`src/rtl/alu_issue_ctrl.sv`:
```
// ALU issue control: decodes RV64I ALU-class instructions into an ALU op code and two operands,
// then buffers them in a 2-entry FIFO presented to the ALU with valid/ready flow control.
module alu_issue_ctrl #(
    parameter int unsigned DATA_W = 64,
    parameter int unsigned INST_W = 32,
    parameter int unsigned DEPTH  = 2
) (
    input  logic              i_clk,
    input  logic              i_rst_n,
    input  logic              i_inst_valid,
    output logic              o_inst_ready,
    input  logic [INST_W-1:0] i_inst,
    input  logic [DATA_W-1:0] i_rs1_data,
    input  logic [DATA_W-1:0] i_rs2_data,
    output logic              o_alu_valid,
    input  logic              i_alu_ready,
    output logic [3:0]        o_ALUinst,
    output logic [DATA_W-1:0] o_ALU_in1,
    output logic [DATA_W-1:0] o_ALU_in2,
    output logic              o_illegal,
    output logic [7:0]        o_illegal_cnt
);

    localparam logic [6:0] OpcOp    = 7'b0110011;
    localparam logic [6:0] OpcOpImm = 7'b0010011;
    localparam logic [6:0] OpcLoad  = 7'b0000011;
    localparam logic [6:0] OpcStore = 7'b0100011;
    localparam logic [6:0] OpcBr    = 7'b1100011;

    localparam logic [3:0] AluAnd = 4'b0000;
    localparam logic [3:0] AluOr  = 4'b0001;
    localparam logic [3:0] AluAdd = 4'b0010;
    localparam logic [3:0] AluXor = 4'b0011;
    localparam logic [3:0] AluSll = 4'b0100;
    localparam logic [3:0] AluSrl = 4'b0101;
    localparam logic [3:0] AluSub = 4'b0110;
    localparam logic [3:0] AluBne = 4'b0111;

    typedef enum logic [1:0] {SelRs2, SelImmI, SelImmS, SelShamt} in2_sel_e;

    // ------------------------------------------------------------------
    // Decode
    // ------------------------------------------------------------------
    logic [6:0]        opcode;
    logic [2:0]        funct3;
    logic [6:0]        funct7;
    logic [DATA_W-1:0] imm_i;
    logic [DATA_W-1:0] imm_s;
    logic [DATA_W-1:0] shamt;

    logic              dec_legal;
    logic [3:0]        dec_op;
    in2_sel_e          dec_sel;
    logic [DATA_W-1:0] dec_in2;

    assign opcode = i_inst[6:0];
    assign funct3 = i_inst[14:12];
    assign funct7 = i_inst[31:25];
    assign imm_i  = {{(DATA_W-12){i_inst[31]}}, i_inst[31:20]};
    assign imm_s  = {{(DATA_W-12){i_inst[31]}}, i_inst[31:25], i_inst[11:7]};
    assign shamt  = {{(DATA_W-6){1'b0}}, i_inst[25:20]};

    always_comb begin
        dec_legal = 1'b0;
        dec_op    = AluAdd;
        dec_sel   = SelRs2;
        unique case (opcode)
            OpcOp: begin
                dec_sel = SelRs2;
                unique case (funct3)
                    3'b000: begin
                        if (funct7 == 7'b0000000) begin
                            dec_legal = 1'b1;
                            dec_op    = AluAdd;
                        end else if (funct7 == 7'b0100000) begin
                            dec_legal = 1'b1;
                            dec_op    = AluSub;
                        end
                    end
                    3'b111: begin
                        dec_legal = (funct7 == 7'b0000000);
                        dec_op    = AluAnd;
                    end
                    3'b110: begin
                        dec_legal = (funct7 == 7'b0000000);
                        dec_op    = AluOr;
                    end
                    3'b100: begin
                        dec_legal = (funct7 == 7'b0000000);
                        dec_op    = AluXor;
                    end
                    default: dec_legal = 1'b0;
                endcase
            end
            OpcOpImm: begin
                dec_sel = SelImmI;
                unique case (funct3)
                    3'b000: begin
                        dec_legal = 1'b1;
                        dec_op    = AluAdd;
                    end
                    3'b111: begin
                        dec_legal = 1'b1;
                        dec_op    = AluAnd;
                    end
                    3'b110: begin
                        dec_legal = 1'b1;
                        dec_op    = AluOr;
                    end
                    3'b100: begin
                        dec_legal = 1'b1;
                        dec_op    = AluXor;
                    end
                    // RV64 shifts use a 6-bit shamt, so only inst[31:26] must be zero
                    3'b001: begin
                        dec_legal = (i_inst[31:26] == 6'd0);
                        dec_op    = AluSll;
                        dec_sel   = SelShamt;
                    end
                    3'b101: begin
                        dec_legal = (i_inst[31:26] == 6'd0);
                        dec_op    = AluSrl;
                        dec_sel   = SelShamt;
                    end
                    default: dec_legal = 1'b0;
                endcase
            end
            OpcLoad: begin
                dec_legal = (funct3 == 3'b011);
                dec_op    = AluAdd;
                dec_sel   = SelImmI;
            end
            OpcStore: begin
                dec_legal = (funct3 == 3'b011);
                dec_op    = AluAdd;
                dec_sel   = SelImmS;
            end
            OpcBr: begin
                dec_sel = SelRs2;
                if (funct3 == 3'b000) begin
                    dec_legal = 1'b1;
                    dec_op    = AluSub;
                end else if (funct3 == 3'b001) begin
                    dec_legal = 1'b1;
                    dec_op    = AluBne;
                end
            end
            default: dec_legal = 1'b0;
        endcase
    end

    always_comb begin
        dec_in2 = i_rs2_data;
        unique case (dec_sel)
            SelRs2:   dec_in2 = i_rs2_data;
            SelImmI:  dec_in2 = imm_i;
            SelImmS:  dec_in2 = imm_s;
            SelShamt: dec_in2 = shamt;
            default:  dec_in2 = i_rs2_data;
        endcase
    end

    // ------------------------------------------------------------------
    // FIFO
    // ------------------------------------------------------------------
    logic [1:0]        count_q, count_d;
    logic [0:0]        wr_ptr_q, wr_ptr_d;
    logic [0:0]        rd_ptr_q, rd_ptr_d;
    logic [3:0]        op_q  [DEPTH];
    logic [DATA_W-1:0] in1_q [DEPTH];
    logic [DATA_W-1:0] in2_q [DEPTH];
    logic              illegal_q, illegal_d;
    logic [7:0]        illegal_cnt_q, illegal_cnt_d;

    logic accept;
    logic push;
    logic pop;

    assign o_inst_ready = (count_q < 2'd2);
    assign o_alu_valid  = (count_q != 2'd0);
    assign accept       = i_inst_valid & o_inst_ready;
    assign push         = accept & dec_legal;
    assign pop          = o_alu_valid & i_alu_ready;

    always_comb begin
        count_d  = count_q;
        wr_ptr_d = wr_ptr_q;
        rd_ptr_d = rd_ptr_q;
        if (push) begin
            wr_ptr_d = wr_ptr_q + 1'b1;
        end
        if (pop) begin
            rd_ptr_d = rd_ptr_q + 1'b1;
        end
        unique case ({push, pop})
            2'b10:   count_d = count_q + 2'd1;
            2'b01:   count_d = count_q - 2'd1;
            default: count_d = count_q;
        endcase
    end

    // Illegal encodings complete the handshake but are dropped; only the flag/counter record them
    always_comb begin
        illegal_d     = accept & ~dec_legal;
        illegal_cnt_d = illegal_cnt_q;
        if (illegal_d && (illegal_cnt_q != 8'hFF)) begin
            illegal_cnt_d = illegal_cnt_q + 8'd1;
        end
    end

    always_ff @(posedge i_clk or negedge i_rst_n) begin
        if (!i_rst_n) begin
            count_q       <= 2'd0;
            wr_ptr_q      <= 1'b0;
            rd_ptr_q      <= 1'b0;
            illegal_q     <= 1'b0;
            illegal_cnt_q <= 8'd0;
        end else begin
            count_q       <= count_d;
            wr_ptr_q      <= wr_ptr_d;
            rd_ptr_q      <= rd_ptr_d;
            illegal_q     <= illegal_d;
            illegal_cnt_q <= illegal_cnt_d;
        end
    end

    always_ff @(posedge i_clk or negedge i_rst_n) begin
        if (!i_rst_n) begin
            for (int i = 0; i < DEPTH; i++) begin
                op_q[i]  <= 4'd0;
                in1_q[i] <= '0;
                in2_q[i] <= '0;
            end
        end else if (push) begin
            op_q[wr_ptr_q]  <= dec_op;
            in1_q[wr_ptr_q] <= i_rs1_data;
            in2_q[wr_ptr_q] <= dec_in2;
        end
    end

    // Head is forced to zero when empty so stale entries never leak onto the ALU bus
    always_comb begin
        o_ALUinst = 4'd0;
        o_ALU_in1 = '0;
        o_ALU_in2 = '0;
        if (o_alu_valid) begin
            o_ALUinst = op_q[rd_ptr_q];
            o_ALU_in1 = in1_q[rd_ptr_q];
            o_ALU_in2 = in2_q[rd_ptr_q];
        end
    end

    assign o_illegal     = illegal_q;
    assign o_illegal_cnt = illegal_cnt_q;

endmodule
```
`config.mk`:
```
export PLATFORM = sky130hd
export DESIGN_NAME = alu_issue_ctrl
export DESIGN_NICKNAME = d
export VERILOG_FILES = /design/src/rtl/alu_issue_ctrl.sv
export SDC_FILE = /design/constraint.sdc
export NUM_CORES = 1
export LEC_CHECK = 0
export ABC_CLOCK_PERIOD_IN_PS = 4900
export CAP_MARGIN = 40
export CORE_MARGIN = 5
export CORE_UTILIZATION = 55
export CTS_BUF_LIST = sky130_fd_sc_hd__clkbuf_16
export CTS_CLUSTER_DIAMETER = 120
export DETAILED_ROUTE_END_ITERATION = 12
export PLACE_DENSITY = 0.87
export SKIP_CTS_REPAIR_TIMING = 1
export SYNTH_ARGS = -nofsm -noshare
export SYNTH_HDL_FRONTEND = slang
export SYNTH_SLANG_ARGS = --single-unit
export TNS_END_PERCENT = 100
```
`constraint.sdc`:
```
create_clock -name i_clk -period 4.9 [get_ports i_clk]
set_input_delay 1.225 -clock i_clk [delete_from_list [all_inputs] [get_ports i_clk]]
set_output_delay 1.225 -clock i_clk [all_outputs]
set_load 0.01 [all_outputs]
```
# After elaboration in Yosys (flattened, before gate mapping)
# Cells that the tools add are included.
# totals
out_inout_bits	143
regBits	277
# classes
magnitude_cmp	4
n_eq_ne	18
n_bitwise	7
reduce_logical	12
mux	37
add_sub_neg	5
# op_table
cell	count
2-to-1 mux 64 bit	9
bitwise mux 128 bit	2
case mux 64 bit (4 select lines)	1
demux 64 bit (select 1 bit)	1
== test 7 x 6 -> 1 bit (second input constant)	3
2-to-1 mux 4 bit	5
case mux 3 bit (5 select lines)	1
== test 3 bit (second input constant)	4
2-to-1 mux 3 bit	4
case mux 3 bit (4 select lines)	1
case mux 3 bit (3 select lines)	1
adder 8 x 1 -> 8 bit (second input constant)	1
bitwise mux 8 bit	1
inequality test 8 bit (second input constant)	1
== test 7 x 2 -> 1 bit (second input constant)	1
== test 7 x 5 -> 1 bit (second input constant)	1
== test 7 bit (second input constant)	1
zero test 7 bit	1
== test 2 bit (second input constant)	3
zero test 6 bit	1
case mux 2 bit (3 select lines)	1
bitwise AND 1 bit	4
demux 4 bit (select 1 bit)	1
== test 2 x 1 -> 1 bit (second input constant)	2
22 further kinds	32

# Depth between registers and ports, before layout
# Gate-level depths: netlist of the first run.
# logic_depth
word_depth	8
mapped_depth	10
ltp_nobuf	8

# Least setup slack after synthesis of the first run
# No wires, ideal clock.
# synth_path
path_kind	input port to flip-flop
from	input port i_inst[2]
to	register count_q[1]
arrival_time_ns	3.098
path_slack_ns	1.722
stages	8
n_path_buf	1
required_time_ns	4.820
cell_sequence	nand4bb_1 > or2_0 > clkbuf_1 > o31ai_2 > o21ai_0 > ha_1 > nor2_1 > xnor2_1
# synth_between
elab_chain_cells	6
word_cells_on_any_way	12
classes_between	eq/ne (7); mux (2); bitwise (1); reduce/logical (2)
# synth_lines
element	line	text
from (decl)	12	input logic [INST_W-1:0] i_inst,
== test 7 x 6 -> 1 bit or == test 7 x 2 -> 1 bit (tied branches)	67	unique case (opcode)
OR reduction 2 bit (no source line)	--	
case mux 1 bit (4 select lines) *	67	
bitwise AND 1 bit *	182	assign push = accept & dec_legal;
== test 2 x 1 -> 1 bit or == test 2 bit (tied branches)	195	unique case ({push, pop})
case mux 2 bit (2 select lines) or nonzero test 2 bit (tied branches)	--	
to (signal assigned)	219	count_q <= count_d;
to (decl)	166	logic [1:0] count_q, count_d;
# Mark *: on every way between the ends. The rest lies on a longest branch, timed or not.
# A chain may end at the register's enable or synchronous reset.

# Worst setup path in the final report of the first run
# layout_path
from	register rd_ptr_q
to	output port o_ALU_in2[11]
# layout_between
elab_chain_cells	5
# layout_lines
element	line	text
from (decl)	168	logic [0:0] rd_ptr_q, rd_ptr_d;
from (signal assigned)	221	rd_ptr_q <= rd_ptr_d;
inverter 1 -> 2 bit (not written as such)	249	o_ALU_in2 = in2_q[rd_ptr_q];
2-to-1 mux 64 bit (not written as such) (3 in series)	249	
2-to-1 mux 64 bit	246	if (o_alu_valid) begin
to (decl)	19	output logic [DATA_W-1:0] o_ALU_in2,
# No other way between the ends. The select of a mux whose other input is x is not followed.

==> metrics.md, run 1 <==
| Metric | Value |
|---|---|
| H-tree Lvls | `1` |
| WP data required | `3.67 ns` |
| Cell variety after synth | `42` |
| Crit. path cell count | `4` |
| MaxCap Viol Count | `0` |
| TritonRoute pass-1 iters | `5` |
| Post-Syn Instances | `about 1000` |
| Combinational family with the most area after synthesis | `multiplexers` |
| Leakage | `0.00887 µW` |
| Synth Area in Simple Gates | `0.0624` |
| Count of filler cells inserted in the layout | `1656` |
| Via count | `9102` |
| Placed Area | `0.0164 mm²` |
| Post-synth top cells | `275 x dfrtp_1, 156 x mux2_2, 135 x nor2_1` |
| Worst hold path depth | `1` |
| Dpl cells | `1597` |
| Final Cycle Share | `0.810` |
| Post-synthesis sequential area ratio | `0.522` |
| Synth warn | `0` |
| Clk slew on worst S/H paths | `around 0.06 ns` |
| IO Pins | `307` |
| Drc violations | `0` |
| Post-route setup TNS | `0 ns` |
| Area of the multi-input gates | `0.00592 mm²` |
| Top-area cell type share of the netlist area | `0.522` |
| Core area | `between 0.02 and 0.025 mm²` |
| Most frequent cell after synthesis | `dfrtp_1` |
| Unrepaired setup endpoints after global routing | `no` |
| Fraction of registers with async set/reset | `1.00` |
| Slowest-stage cell, CP | `dfrtp_4` |
| CTS Buffer Depth | `3` |
| Clock network power share | `0.323` |
| Synth area leaders | `dfrtp_1 52%, mux2_2 13%, mux2i_1 9.9%` |
| GRT Total Usage | `0.232` |
| #FFs+latches synth | `~280` |
| Max-slew headroom | `0.376` |
| FF+latch area | `0.00689 mm²` |
| First-pass GRT wire length | `51100 µm` |
| Crit. End Element | `output port` |
| Final clock skew | `0.00862 ns` |
| Post-synth top flop | `dfrtp_1` |
| CP Launch Type | `register` |
| # nets final | `around 1500` |
| # diodes | `0` |
| Reg2Reg Depth | `9` |
| Pwr dens | `351 mW/mm²` |
| Crit path kind | `reg -> out` |
| Final ANT Viol Nets | `0` |
| Post-Layout Cell Count | `between 1500 and 2000` |
| CP cell instances | `buf_12 -> mux2i_1 -> nor2_1 -> clkdlybuf4s50_1` |
| Final hold violations | `0` |
| Initial antenna violation count | `0` |
| Finish-stage setup viols | `0` |
| Detail Placement HPWL | `20600 µm` |
| Layout cell share with drive strength beyond 1 | `0.163` |
| Largest net degree at the start of global routing | `132` |
| Routability cong. | `0.816` |
| DR iter-0 viols | `405` |
| Maximum VDD drop | `about 0.00029 V` |
| Combinational fraction of design power | `0.247` |
| WP data arrival | `2.74 ns` |
| CTS tree | `done` |
| Hold WC Path Type | `reg -> reg` |
| Post-synthesis compound-gate area fraction | `0.0496` |
| Clock Sinks | `275` |
| Final instance area | `0.0173 mm²` |
| Vias in the first global route | `around 9800` |
| Switching power | `1770 µW` |
| CP top delay family | `buffers and inverters` |
| Worst Tran Pin Value | `0.936 ns` |
| Area growth syn-to-layout | `30.9%` |
| Status | `finished, final reports clean` |
| Syn_area_per_cell | `between 10 and 15 µm²` |
| Die width | `165 µm` |
| # rows | `56` |
| Die H | `165 µm` |
| TritonCTS Buffers | `29` |
| Routed WL | `31800 µm` |
| Post-Syn Area | `0.0132 mm²` |
| CP max stage delay | `0.83 ns` |
| Routed len/inst | `approximately 19 µm` |
| Synth Area in XOR/XNOR | `0.00731` |
| Die area | `0.0272 mm²` |
| Adder-cell share of the synthesized area | `0.00190` |
| Buf/Inv on CP | `2` |
| Synth Net Count | `1205` |
| EDFF count, synth | `0` |
| Tmin final | `3.97 ns` |
| Fmax | `252 MHz` |
| Clk root buf | `clkbuf_16` |
| Crit path max fanout | `54` |
| Post-synth top area cell | `dfrtp_1` |
| Switch share | `0.293` |
| Pint | `4280 µW` |
| Vias per inst | `roughly 5.5` |
| Sequential share of power | `0.430` |
| Mux contribution to synthesized area | `0.326` |
| Pins Over Slew Limit | `0` |
| Initial core utilization | `0.560` |
| Port Buf Inserts | `300` |
| Gr ovfl total | `0` |
| Clk_lat worst skew | `0.54 ns` |
[registers in the layout, indices dropped and copies added (netlist names)]
| register | count |
|---|---|
| o_illegal_cnt | 8 |
| in1_q | 128 |
| o_illegal | 1 |
| rd_ptr_q | 1 |
| in2_q | 128 |
| op_q | 6 |
| count_q | 2 |
| wr_ptr_q | 1 |
[power by group through the flow]
stage / combinational, µW / clock [µW] / sequential [µW]
global placement: 1470 / 0 / 2630
detailed placement: 1500 / 0 / 2640
floorplan: 934 / 0 / 2540
finish: 1490 / 1960 / 2600
global route: 1590 / 2110 / 2620
CTS: 1510 / 2010 / 2600
[logic make-up (layout without fill, tap and decap cells)]
group | Yosys count | in the layout
AOI/OAI and AO/OA | 86 | 86
xor gates and xnor gates | 11 | 11
adders and majority gates | 2 | 2
buffers and inverters | 79 | 368
DFF | 275 | 275
muxes | 396 | 396
other | 1 | 1
and+or+nand+nor | 189 | 189
[final timing paths]
path	start	slack, ns	to
setup / recovery	rd_ptr_q	0.93	o_ALU_in2[11]
hold / removal	in2_q[35]	0.49	in2_q[35]
setup reg to reg	count_q[0]	2.69	count_q[1]
hold reg to reg	in2_q[35]	0.49	in2_q[35]
max in group asynchronous	i_rst_n	3.13	in2_q[66]
min in group asynchronous	i_rst_n	0.76	in1_q[64]
[layer usage]
layer | GRT usage | wire, µm | up-vias | part of all wire
met5 | 0 | 0 | - | 0
met4 | 0.0590 | 795 | 0 | 0.025
met2 | 0.398 | 15700 | 263 | 0.49
met3 | 0.0661 | 2420 | 63 | 0.076
li1 | - | - | 4203 | -
met1 | 0.293 | 12900 | 4573 | 0.40
[cells in the final DEF, fill, tap and decap left out, types with 7 or more instances in the layout]
| cell | instances |
|---|---|
| nand2b_1 | 8 |
| xor2_1 | 7 |
| buf_4 | 9 |
| mux2_2 | 156 |
| nand2_1 | 12 |
| clkbuf_16 | 29 |
| inv_1 | 12 |
| clkdlybuf4s50_1 | 299 |
| nor2_1 | 134 |
| a21o_1 | 53 |
| mux2i_1 | 131 |
| mux2_1 | 109 |
| a21oi_1 | 7 |
| dfrtp_1 | 274 |
[through the flow]
stage	utilization	hold slack, ns	worst slack [ns]	power (µW)
after floorplan	-	0.464	1.72	3480
after global placement	0.696	0.473	0.845	4100
after detailed placement	0.697	0.480	0.812	4140
after CTS	0.733	0.493	0.895	6110
after global routing	0.733	0.499	0.812	6330
final	0.733	0.487	0.930	6050
[final cells by class]
class | count | area share
Multi-Input combinational cell | 685 | 0.343
Sequential cell | 275 | 0.399
Timing Repair Buffer | 315 | 0.185
Tap cell | 319 | 0.0231
Clock buffer | 29 | 0.0421
Clock inverter | 21 | 0.00674
Inverter | 3 | 0.000653
No activity file was read; power rests on OpenSTA's default activity.
==> run 2, diff against run 1 <==
- ABC_CLOCK_PERIOD_IN_PS: 4900 -> 4050
- CORE_UTILIZATION: 55 -> 51
- PLACE_DENSITY: 0.87 -> 0.81
- clock period: 4.9 -> 4.05 ns (I/O delays scaled with it)
==> metrics.md, run 2 (same netlist as run 1, synthesis figures left out) <==
| Metric | Value |
|---|---|
| Initial core utilization | `0.520 (-0.0394)` |
| Most common cell after layout, fill and taps aside | `clkdlybuf4s50_1` |
| IO Pins | `307 (unchanged)` |
| Vias in the first global route | `9880 (+0.61%)` |
| MaxCap Viol Count | `0 (unchanged)` |
| Die width | `171 µm (+3.6%)` |
| Count of filler cells inserted in the layout | `1832 (+11%)` |
| Vias per inst | `5.46 (-1.2%)` |
| Reg2Reg Depth | `8 (-1)` |
| Final hold violations | `0 (unchanged)` |
| Clk slew on worst S/H paths | `0.06 ns (about the same)` |
| Layout cell share with drive strength beyond 1 | `0.178 (+0.0145)` |
| Final ANT Viol Nets | `0 (unchanged)` |
| Clk root buf | `clkbuf_16` |
| Final clock skew | `0.0251 ns (+0.0165 ns)` |
| Unrepaired setup endpoints after global routing | `no` |
| Initial antenna violation count | `2 (+2)` |
| Gr ovfl total | `0 (unchanged)` |
| Status | `finished, final reports clean` |
| CTS Buffer Depth | `3 (unchanged)` |
| Port Buf Inserts | `300 (unchanged)` |
| CP cell instances | `buf_12 -> mux2i_1 -> nor2_1 -> clkdlybuf4s50_1` |
| Final Cycle Share | `0.886` |
| Most frequent cells in the layout | `299 x clkdlybuf4s50_1, 274 x dfrtp_1, 156 x mux2_2, 134 x nor2_1, 131 x mux2i_1` |
| WP data required | `3.04 ns (-0.63 ns)` |
| Max-slew headroom | `0.509 (+0.133)` |
| Slowest-stage cell, CP | `dfrtp_4` |
| Tmin final | `3.59 ns` |
| Fmax | `279 MHz` |
| # nets final | `1493 (+1.2%)` |
| Routed WL | `32000 µm (+0.57%)` |
| Drc violations | `0 (unchanged)` |
| Reg-to-reg setup timing slack | `1.84 ns (-0.85 ns)` |
| First-pass GRT wire length | `52100 µm (+1.8%)` |
| GRT Total Usage | `0.218 (-0.0144)` |
| Worst Tran Pin Value | `0.737 ns (-0.200 ns)` |
| Critical R2R Launch | `count_q[1]` |
| Routed len/inst | `19.0 µm (-1.4%)` |
| Area growth syn-to-layout | `33.5%` |
| Detail Placement HPWL | `21800 µm (+6.3%)` |
| Via count | `9175 (+0.80%)` |
| FF+latch area | `0.00689 mm² (unchanged)` |
| CP max stage delay | `0.83 ns (about the same)` |
| Finish-stage setup viols | `0 (unchanged)` |
| Critical Path End | `o_ALU_in2[46]` |
| DR iter-0 viols | `461 (+14%)` |
| Reg2Reg Capture Point | `count_q[1]` |
| Largest net degree at the start of global routing | `92 (-30%)` |
| Worst setup path startpoint | `rd_ptr_q` |
| Post-route setup TNS | `0 ns (unchanged)` |
| TritonCTS Buffers | `30 (+3.4%)` |
| WP data arrival | `2.58 ns (-0.16 ns)` |
| Routability cong. | `0.811 (-0.60%)` |
| Die H | `171 µm (+3.6%)` |
| Die area | `0.0292 mm² (+7.4%)` |
| Core area | `0.0253 mm² (+7.6%)` |
| # rows | `58 (+3.6%)` |
| Maximum VDD drop | `0.000438 V (+49%)` |
| Clk_lat worst skew | `0.55 ns (about the same)` |
| H-tree Lvls | `1 (unchanged)` |
| Final hold slack | `0.483 ns (-0.00346 ns)` |
| TritonRoute pass-1 iters | `4 (-1)` |
| CTS tree | `done` |
| Pwr dens | `431 mW/mm² (+23%)` |
| Crit path max fanout | `30 (-44%)` |
| Hold WC Path Type | `in -> async` |
| Area of the multi-input gates | `0.00592 mm² (unchanged)` |
| Setup ws final | `0.462 ns (-0.469 ns)` |
| Pins Over Slew Limit | `0 (unchanged)` |
| DP Worst Slack | `0.358 ns (-0.454 ns)` |
| Crit. End Element | `output port` |
| CP Launch Type | `register` |
| Crit path kind | `reg -> out` |
| Clock Sinks | `275 (unchanged)` |
| Final Util | `0.694 (-0.0384)` |
| Leakage | `0.00902 µW (+1.6%)` |
## run 2: metrics by stage
step | cell area, µm² | instances | power [µW]
finish | 17600 | 1680 | 7580
global route | 17600 | 1680 | 7920
CTS | 17600 | 1679 | 7680
detailed placement | 16600 | 1625 | 5050
global placement | 16600 | 1624 | 5030
floorplan | 13200 | 1039 | 4210
## run 2: how the worst min path moves through the flow
stage,end,slack [ns]
floorplan,in1_q[109],0.46
global placement,in1_q[109],0.47
detailed placement,in1_q[11],0.48
CTS,in1_q[1],0.49
global route,in2_q[19],0.50
finish,in1_q[64],0.48
## run 2: final cells by class
class	count	area share
Sequential cell	275	0.391
Multi-Input combinational cell	685	0.337
Timing Repair Buffer	332	0.194
Clock buffer	30	0.0427
Tap cell	330	0.0235
Clock inverter	24	0.0114
Inverter	3	0.000640
Antenna cell	1	0.000142
## run 2: critical path, delay by kind of cell (launching register included)
family | cells | cell delay [ns]
AND/OR/NAND/NOR | 1 | 0.16
multiplexers | 1 | 0.11
buffers and inverters | 2 | 0.89
flip-flops | 1 | 0.83
## run 2: per-layer routing
metal,part of all wire,wire (µm),track usage
met1,0.42,13500,0.290
met2,0.48,15500,0.367
met3,0.072,2320,0.0548
met4,0.021,672,0.0441
met5,0.00038,12,0
## run 2: where the power goes
part,internal [µW],switching [µW]
registers,2930,207
logic,924,919
clock network,1530,1070
total,5380,2190
==> variant 1: new RTL, settings of run 1 <==
Reset style: synchronous (`i_rst_n`), changed in 2 clocked blocks.
--- a/src/rtl/alu_issue_ctrl.sv
+++ b/src/rtl/alu_issue_ctrl.sv
@@ -208,7 +208,7 @@
         end
     end
 
-    always_ff @(posedge i_clk or negedge i_rst_n) begin
+    always_ff @(posedge i_clk) begin
         if (!i_rst_n) begin
             count_q       <= 2'd0;
             wr_ptr_q      <= 1'b0;
@@ -224,7 +224,7 @@
         end
     end
 
-    always_ff @(posedge i_clk or negedge i_rst_n) begin
+    always_ff @(posedge i_clk) begin
         if (!i_rst_n) begin
             for (int i = 0; i < DEPTH; i++) begin
                 op_q[i]  <= 4'd0;
Behaviour: differs if i_rst_n is asserted again (counterexample within 4 cycles, from zero or initial values and one cycle with i_rst_n low); with i_rst_n held inactive, the same outputs for 4 cycles.
==> variant 1 against run 1 <==
Synthesized area down 0.28%; register-to-register slack worse by 0.26 ns; sequential cell count up 1; worst hold slack better by 0.033 ns; maximum frequency up 5.5%; design area up 0.85%; wire length up 5.8%; setup slack better by 0.21 ns; critical path type is now in -> reg; critical endpoint is now in2_q[1][16]; largest cell class unchanged.
Power is not compared: it rests on default switching activity, and its combinational part moved more than twofold at a synthesized area within 25%.
==> variant 1: results <==
[synthesis]
synth_cells = 1074
post_synth_most_frequent_cells = edfxtp_1, nor2_1, and2_1
most_frequently_used_flop_master_after_synthesis = edfxtp_1

[setup_path]
crit_path_top_delay_cell = clkdlybuf4s50_1
crit-reg2reg-launch = count_q[1]
cpLargestDelayFamily = compound AO/OA/AOI/OAI gates

[cells_and_area]
antenna_diodes = 1
share_of_cells_above_drive_strength_1_pct = 6.35
fin_cells = 1691
multi_input_area_sq_um = 4550
seq_area_share_pct = 46.8
fillerInstances = 1517

[route]
routed.top_layer = met5
met1_length_um = 12900
avgViaCountPerCell = 5.61

[grt]
grt_util_met3_pct = 5.71
grt_pass1_wl_um = 51400
grt.total_usage_pct = 24.0

[outcome]
run_status = finished, final reports clean

[sta]
clock-skew-final_ns = 0.00590
timing.slew.headroom_pct = 56.2

[place]
place_worst_setup_slack_ns = 0.633
post-dp-hpwl_um = 21700
placed_cell_area_sq_um = 16500

[min_path]
hold_path_end = o_illegal_cnt[6]
hold_path_startpoint = o_illegal_cnt[6]

[clocking]
numCtsBuffers = 28
[variant 1: cell types whose count changed after synthesis, sizes merged, moves of 15 or more]
| cell | before | now |
|---|---|---|
| and2 | 2 | 146 |
| buf | 40 | 55 |
| a21oi | 7 | 112 |
| nor2 | 135 | 155 |
| mux2 | 265 | 0 |
| edfxtp | 0 | 262 |
| dfrtp | 275 | 0 |
| a21o | 53 | 0 |
| nand2 | 13 | 70 |
[variant 1: logic make-up after synthesis]
| kind of cell | Yosys count | share of synthesized area [%] |
|---|---|---|
| compound gates | 150 | 6.77 |
| xor+xnor | 3 | 0.200 |
| fa+ha+maj | 2 | 0.190 |
| buf+inv | 84 | 3.85 |
| flops | 276 | 62.0 |
| mux | 143 | 10.9 |
| other cells | 1 | 0.0285 |
| simple gates | 415 | 16.1 |
==> variant 2: new RTL, settings of run 1 <==
Without the edit above. Change the parameter `DATA_W` from 64 to 96.
--- a/src/rtl/alu_issue_ctrl.sv
+++ b/src/rtl/alu_issue_ctrl.sv
@@ -1,7 +1,7 @@
 // ALU issue control: decodes RV64I ALU-class instructions into an ALU op code and two operands,
 // then buffers them in a 2-entry FIFO presented to the ALU with valid/ready flow control.
 module alu_issue_ctrl #(
-    parameter int unsigned DATA_W = 64,
+    parameter int unsigned DATA_W = 96,
     parameter int unsigned INST_W = 32,
     parameter int unsigned DEPTH  = 2
 ) (
Interface: changed (resized i_rs1_data, i_rs2_data, o_ALU_in1 and o_ALU_in2); port bits go from 307 to 435. The function was not compared with the original's and may differ.
==> variant 2 against run 1 <==
Sequential power increased by 47%; final cell count increased by 57%; setup slack got worse by 0.033 ns; wire length increased by 86%; sequential cell count increased by 128; design area increased by 47%; synthesized area increased by 48%; power increased by 59%.
==> variant 2: results <==
[place]
placed_cell_area_sq_um = 24100
place_worst_setup_slack_ns = 0.678
finalWeightedCongestion = 0.872
port-buffer-count = 428
number_of_cells_in_the_design_after_placement = 2511
post-dp-hpwl_um = 37100

[clocking]
h-tree-depth = 2
clk_lat_worst_skew_ns = 0.52
numCtsBuffers = 42

[synthesis]
yosys_register_bits = 403
post_synth_most_frequent_cells = dfrtp_1, a21oi_1, nor2_1
sequential_share_of_the_synthesized_area_pct = 51.8
netlist-cell-type-count = 41
synth.top_cells.by_area = dfrtp_1, mux2i_1, mux2_2
xor_xnor_share_of_the_synthesized_area_pct = 0.495
synth_cells = 1753
post_synth_mux_area_share_pct = 21.9
synth_compound_gate_area_share_pct = 15.2
synth_fa_ha_area_share_pct = 0.129

[setup_path]
cpLargestDelayFamily = buffers and inverters
crit_fanout = 68

[cells_and_area]
seq_area_share_pct = 39.7
n_all_buffers = 470
final.clkbuf_count = 45
fillerInstances = 2359
nonClockInverterCount = 13
final_cell_area_sq_um = 25400
multi_input_area_sq_um = 8520
multi_input_comb_cells = 1164
final-clk-cell-share_pct = 5.25
fin_cells = 2586

[route]
wl_per_cell_um = 22.8
met1_length_um = 22500
met3_wirelength_um = 5620
detail_route.first_pass.iterations = 6
first_iter_violations = 1361
routed.top_layer = met5
routed-wl-met2_um = 28600
avgViaCountPerCell = 6.22

[power]
power.internal_w = 0.00661
part_of_the_total_power_dissipated_in_combinational_logic_pct = 27.8
sequentialPowerShare_pct = 39.9
power.net_switching_w = 0.00299
power.static_leakage_nw = 12.0
worst_vdd_ir_mv = 0.440

[outcome]
run_status = finished, final reports clean

[grt]
global_route.usage.met2_pct = 48.1
antenna_found_initial = 2
globalRouteMet1Util_pct = 37.8
grt_start_max_net_pins = 141
first_global_vias = 17200

[sta]
clock-skew-final_ns = 0.0147
worst_slew_pin_slew_ns = 0.948
-- variant 2: changes by cell type in the layout (fill, tap and decap cells not counted), moves of 10 or more --
cell / change
clkbuf_16: +16
nor2_1: +71
clkinv_1: +10
mux2_2: +12
a21o_1: -53
dfrtp_1: +128
buf_4: +14
clkdlybuf4s50_1: +128
mux2_1: -82
a21oi_1: +265
a211oi_1: +186
mux2i_1: +75
-- variant 2: path summary, 6_finish.rpt --
path / start / to / slack (ns) / depth (start not counted)
worst min-delay path: in1_q[107] / in1_q[107] / 0.49 / 1
worst max-delay path: rd_ptr_q / o_ALU_in1[4] / 0.90 / 4
worst max register to register: count_q[1] / in2_q[54] / 2.28 / 7
min in group asynchronous: i_rst_n / in1_q[142] / 0.81 / 1
max in group asynchronous: i_rst_n / in2_q[91] / 2.87 / 2
worst min register to register: in1_q[107] / in1_q[107] / 0.49 / 1
